**config.mk**
```make
export PLATFORM = sky130hd
export DESIGN_NAME = wave_capture
export DESIGN_NICKNAME = d
export VERILOG_FILES = /design/src/rtl/wave_capture.sv
export SDC_FILE = /design/constraint.sdc
export NUM_CORES = 1
export LEC_CHECK = 0
export ABC_AREA = 1
export BUFFER_PORTS_ARGS = -buffer_cell sky130_fd_sc_hd__buf_2
export CAP_MARGIN = 20
export CORE_AREA = 2 2 69 71
export CTS_CLUSTER_DIAMETER = 50
export DETAILED_ROUTE_END_ITERATION = 12
export DIE_AREA = 0 0 71 73
export GPL_ROUTABILITY_DRIVEN = 0
export HOLD_SLACK_MARGIN = 0.08
export SLEW_MARGIN = 15
export SYNTH_ARGS = -nofsm -noshare
export SYNTH_HDL_FRONTEND = slang
export SYNTH_SLANG_ARGS = --single-unit
```
**constraint.sdc**
```tcl
create_clock -name clk -period 1.55 [get_ports clk]
set_clock_uncertainty 0.1 [all_clocks]
set_input_delay 0.2325 -clock clk [delete_from_list [all_inputs] [get_ports clk]]
set_output_delay 0.2325 -clock clk [all_outputs]
set_load 0.01 [all_outputs]
```
**src/rtl/wave_capture.sv**
```systemverilog
// Ping-pong capture of audio samples for the wave display: arms on a rising zero
// crossing, stores one frame into the bank the display is not reading, then flips on idle.
module wave_capture #(
  parameter int SAMPLE_WIDTH = 16,
  parameter int ADDR_WIDTH   = 9,
  parameter int VALUE_WIDTH  = 8
) (
  input  logic                    clk,
  input  logic                    reset,
  input  logic                    new_sample_ready,
  input  logic [SAMPLE_WIDTH-1:0] new_sample_in,
  input  logic                    wave_display_idle,
  output logic [ADDR_WIDTH-1:0]   write_address,
  output logic                    write_enable,
  output logic [VALUE_WIDTH-1:0]  write_sample,
  output logic                    read_index
);
  localparam int IW = ADDR_WIDTH - 1;

  typedef enum logic [1:0] {S_ARMED, S_ACTIVE, S_WAIT} state_e;

  state_e                  state_q;
  logic [IW-1:0]           index_q;
  logic [SAMPLE_WIDTH-1:0] prev_q;
  logic                    read_index_q;
  logic                    we_q;
  logic [ADDR_WIDTH-1:0]   waddr_q;
  logic [VALUE_WIDTH-1:0]  wsample_q;

  logic                    crossing;
  logic                    store;
  logic [IW-1:0]           store_idx;
  logic [VALUE_WIDTH-1:0]  value_d;

  assign crossing = new_sample_ready && prev_q[SAMPLE_WIDTH-1] && !new_sample_in[SAMPLE_WIDTH-1];

  always_comb begin
    store     = 1'b0;
    store_idx = index_q;
    case (state_q)
      S_ARMED: begin
        store     = crossing;
        store_idx = '0;
      end
      S_ACTIVE: store = new_sample_ready;
      default:  store = 1'b0;
    endcase
    // Offset-binary: flip the sign bit so the most negative sample maps to 0.
    value_d = {~new_sample_in[SAMPLE_WIDTH-1], new_sample_in[SAMPLE_WIDTH-2 -: VALUE_WIDTH-1]};
  end

  always_ff @(posedge clk) begin
    if (reset) begin
      state_q      <= S_ARMED;
      index_q      <= '0;
      prev_q       <= '0;
      read_index_q <= 1'b0;
      we_q         <= 1'b0;
      waddr_q      <= '0;
      wsample_q    <= '0;
    end else begin
      we_q <= store;
      if (new_sample_ready) prev_q <= new_sample_in;
      if (store) begin
        waddr_q   <= {~read_index_q, store_idx};
        wsample_q <= value_d;
        index_q   <= store_idx + IW'(1);
      end
      case (state_q)
        S_ARMED:  if (crossing) state_q <= S_ACTIVE;
        S_ACTIVE: if (new_sample_ready && index_q == {IW{1'b1}}) state_q <= S_WAIT;
        S_WAIT: begin
          if (wave_display_idle) begin
            read_index_q <= ~read_index_q;
            state_q      <= S_ARMED;
          end
        end
        default: state_q <= S_ARMED;
      endcase
    end
  end

  assign write_address = waddr_q;
  assign write_enable  = we_q;
  assign write_sample  = wsample_q;
  assign read_index    = read_index_q;
endmodule
```
# Word-level counts from Yosys, hierarchy flattened
# Index checks and enable logic that the tools add are counted.
totals:
  reg_bits: 45
  output_inout_bits: 19
  word_cells: 29
op_classes:
  add_sub_neg: 1
  eq_ne: 6
  mux: 6
  bitwise: 2
  n_reduce_logical: 7
op_table:
  columns: ["cell", "n"]
  rows:
  - ["$add A8 B1 Y8 const B", 1]
  - ["$eq A8 B8 Y1 const B", 1]
  - ["$mux W8", 1]
  - ["$mux W2", 3]
  - ["$ne A2 B2 Y1 const B", 3]
  - ["$pmux W2 S3", 1]
  - ["$logic_and A1 B1 Y1", 3]
  - ["$reduce_and A3 Y1", 1]
  - ["$eq A2 B1 Y1 const B", 1]
  - ["$eq A2 B2 Y1 const B", 1]
  - ["$logic_not A2 Y1", 1]
  - ["$not A1 Y1", 2]
  - ["$pmux W1 S2", 1]
  - ["$reduce_and A2 Y1", 1]
  - ["$logic_not A1 Y1", 1]

# Logic depth before layout (Yosys ltp)
logic_depth:
  ltp_word: 4
  mapped_depth: 9
  ltp_nobuf: 9

# Least setup slack after synthesis
# No wires, ideal clock.
synth_timing:
  kind: "register to register"
  startpoint: "register state_q[0]"
  endpoint: "register index_q[6]"
  setup_time_ps: 109
  arrival_ps: 1124
  required_time_ps: 1341
  setup_slack_ps: 217
  path_stages_with_launch: 10
  path_buffers: 0
  cell_sequence: "dfxtp_1 nor2_4 nor2_1 ha_1 nand3_1 nor2_1 nand2_1 nand3_1 nand2_1 inv_1"
synth_via:
  elab_chain_len: 3
  word_cells_on_any_way: 5
  cone_classes: "add/sub: 1; eq/ne: 1; mux: 2; reduce/logical: 1"
synth_rtl:
  columns: ["element", "line_no", "text"]
  rows:
  - ["start: declaration", "22", "state_e state_q;"]
  - ["start signal: assignment", "54", "state_q <= S_ARMED;"]
  - ["start signal: assignment", "70", "S_ARMED: if (crossing) state_q <= S_ACTIVE;"]
  - ["start signal: assignment", "71", "S_ACTIVE: if (new_sample_ready && index_q == {IW{1'b1}}) state_q <= S_WAIT;"]
  - ["$logic_not A2 Y1", "40", "case (state_q)"]
  - ["$mux W8", "40", null]
  - ["named net store_idx[0]", "32", "logic [IW-1:0] store_idx;"]
  - ["$add A8 B1 Y8", "67", "index_q <= store_idx + IW'(1);"]
  - ["end signal: assignment", "67", null]
  - ["end: declaration", "23", "logic [IW-1:0] index_q;"]
# The timed path passes the listed nets, and every way through them passes these cells.
# A chain may end at the register's enable or synchronous reset.

# Worst setup path in the final report
layout_timing:
  startpoint: "register state_q[0]"
  endpoint: "register index_q[4]"
layout_via:
  elab_chain_len: 3
  word_cells_on_any_way: 5
  cone_classes: "add/sub: 1; eq/ne: 1; mux: 2; reduce/logical: 1"
layout_rtl:
  columns: ["element", "line_no"]
  rows:
  - ["$logic_not A2 Y1", "40"]
  - ["$mux W8", "40"]
  - ["$add A8 B1 Y8", "67"]
# Parallel ways exist; a longest one is shown, timed or not.

==> flow_summary_export.csv <==
group,metric,value,unit
status,outcome,"complete, no violations",
timing,rsz0062_at_grt,"yes",
power,leakagePower,0.763,nW
yosys,synth_top_area_share,46.5,%
routing,ant_nets,0,
setup_path,cp_top_family,"simple AND/OR/NAND/NOR gates",
clock_network,numClockSinks,30,
yosys,syn_inst,172,
setup_path,cp.arrival,1.58,ns
clock_network,cts_max_level,2,
yosys,syn_area,0.00129,mm^2
timing,worst_pin_slew,0.455,ns
yosys,syn_area_per_cell,7.51,um^2
yosys,synthTopCellsByArea,"dfxtp_1, nand2_1, nor2_1",
timing,fin_crit_sh,95.2,%
timing,setup_violations,0,
power,p_per_area,940,mW/mm^2
yosys,yosys.area.top_type,"dfxtp_1",
grt,grtUsageTotal,12.0,%
routing,avgViaCountPerCell,4.43,
timing,final-hold-violation-count,0,
setup_path,r2r_setup_slack,0.07,ns
timing,slew_violations,0,
routing,wl_per_cell,10.4,um
setup_path,criticalPathCategory,"register to register",
setup_path,critPathBufInv,2,
cells_and_area,nets,240,
setup_path,r2r-start,"state_q[0]",
setup_path,ff2ff_path_depth,7,
die,core.rowCount,25,
cells_and_area,diodes,0,
setup_path,cp_cell_sequence,"nor2_4, buf_4, nand4_1, nand2_4, buf_4, o21ai_0, a21oi_1",
die,core,0.00454,mm^2
clock_network,cts-root-buf,"clkbuf_8",
hold_path,hold_start,"new_sample_in[12]",
cells_and_area,area_growth,30.9,%
setup_path,cpMaxStageDelayCell,"dfxtp_2",
setup_path,cp_max_fo,9,
setup_path,startpoint_type,"register",
place,dp_slack,-0.129,ns
cells_and_area,multi_input_area,598,um^2
timing,fin_tns_setup,0,ns
routing,first_pass_iters,4,
routing,vias,1214,
place,place_hpwl,2110,um
power,ir_drop,0.000459,V
clock_network,clk_pin_slew,0.06,ns
grt,antenna_found_initial,0,
setup_path,cp.required,1.66,ns
die,die_area,0.00518,mm^2
run,maxCapViolations,0,
cells_and_area,drive_gt1_share,29.5,%
yosys,synth-seq-area-share,46.5,%
grt,grt_pass1_vias,1144,
yosys,ys_ff_latch,30,
yosys,synth_nets,193,
die,die_w,71,um
yosys,synth.distinct_cells,26,
setup_path,startpoint,"state_q[0]",
clock_network,insertion_delay,0.28,ns
setup_path,r2r_end,"index_q[4]",
grt,grt_first_pass_wirelength,4820,um
clock_network,hold_buffers,0,
grt,grt_max_degree,21,
routing,wl,2860,um
routing,dr.first_iter.drc_count,71,
setup_path,critical_path.endpoint,"index_q[4]",
grt,grt_overflow,0,
place,io_buffers,30,
clock_network,cts_max_path_buffers,2,
die,ios,39,
hold_path,hold_class,"primary input to register",
timing,maxSlewHeadroom,69.6,%
setup_path,cp.depth,7,
routing,drc,0,
cells_and_area,fill_cells,480,
die,initial_core_util,28.5,%
setup_path,cpPeakStageDelay,0.34,ns
timing,period_minus_slack,1.48,ns
setup_path,endpoint_kind,"register",
timing,worst_slack,0.0746,ns
setup_path,path_common_cell,"buf_4",
clock_network,cts_tree,"yes",
clock_network,cts_buffers,5,
die,die_y,73,um
cells_and_area,layout.area.seq,603,um^2
yosys,yosys_warnings,0,
timing,fmax,0.678,GHz
[through the flow]
| stage | hold WS (ns) | utilization, % | instances | cell area, um^2 | power (mW) |
|---|---|---|---|---|---|
| floorplan | 0.202 | - | 172 | 1290 | 0.909 |
| global placement | 0.353 | 34.5 | 264 | 1570 | 0.966 |
| detailed placement | 0.356 | 34.5 | 264 | 1570 | 0.969 |
| CTS | 0.0983 | 36.6 | 272 | 1660 | 1.61 |
| global route | 0.127 | 37.3 | 274 | 1690 | 1.66 |
| finish | 0.103 | 37.3 | 274 | 1690 | 1.59 |
[worst reg2reg max path, stage by stage (launching register included)]
cell and delay (ns):
dfxtp_2 0.34, nor2_4 0.18, buf_4 0.14, nand4_1 0.15
nand2_4 0.17, buf_4 0.13, o21ai_0 0.07, a21oi_1 0.12
[layout by cell type (no fill, tap or decap), types with 4 or more instances in the layout]
master	Yosys	layout
nor2_1	31	30
nor2_4	3	4
nand2_1	32	32
buf_4	1	14
o21ai_0	15	15
clkbuf_8	0	6
inv_1	14	14
buf_2	0	30
nand3_1	10	9
dfxtp_1	30	28
a21oi_1	15	15
[synthesized netlist by cell type]
cell / number
a211oi_1: 1
a21oi_1: 15
buf_4: 1
buf_6: 1
buf_8: 1
clkbuf_1: 2
clkinv_1: 1
dfxtp_1: 30
ha_1: 1
inv_1: 14
inv_2: 2
nand2_1: 32
nand2_2: 1
nand2_4: 1
nand3_1: 10
nand3b_1: 2
nand4_1: 1
nor2_1: 31
nor2_2: 1
nor2_4: 3
o211ai_1: 1
o21ai_0: 15
o21ai_2: 1
o21bai_1: 1
xnor2_1: 1
xor2_1: 2
[state kept, by name (all words and copies together) (netlist names)]
name,count
index_q,8
prev_q,1
read_index,1
state_q,2
write_address,9
write_enable,1
write_sample,8
[routing by layer]
metal	track usage (%)	wire length, um	up-vias	share of wire [%]
met5	0	0	-	0
met4	6.29	59	0	2.1
met3	3.73	111	4	3.9
met2	21.0	1440	17	50
met1	13.1	1250	549	44
li1	-	-	644	-
[power by group]
group	switching, mW	leakage (nW)	internal (mW)
combinational	0.0801	0.471	0.0639
sequential	0.0152	0.244	0.797
clock	0.276	0.0482	0.357
[kinds of logic after synthesis]
group           count (synthesis)  share of synthesized area (%)
flops                          30                           46.5
simple gates                   82                           28.3
xor+xnor                        3                           2.04
compound gates                 34                           14.1
buf+inv                        22                           8.14
fa+ha+maj                       1                          0.969
[how the worst min path moves through the flow]
stage | endpoint | slack, ns | cells after the start
floorplan | state_q[0] | 0.20 | 1
global placement | write_address[1] | 0.35 | 2
detailed placement | write_address[5] | 0.36 | 2
CTS | write_sample[4] | 0.1 | 3
global route | write_sample[2] | 0.13 | 3
finish | write_sample[4] | 0.10 | 3
[area by class of cell]
type / instances / area share (%)
repair buffers: 45 / 15.8
flip-flops and latches: 30 / 35.7
inverters: 17 / 3.77
clock buffers: 7 / 5.11
well taps: 54 / 4.00
multi-input cells: 120 / 35.4
clock inverters: 1 / 0.296
[repair_timing]
action / 4_1_cts / 5_1_grt
pin swaps: 0 / 1
endpoints found under the setup margin: 18 / 20
gates resized for setup: 1 / 5
cloned: 0 / 0
buffers inserted: 0 / 2
(Power assumes the default switching activity.)
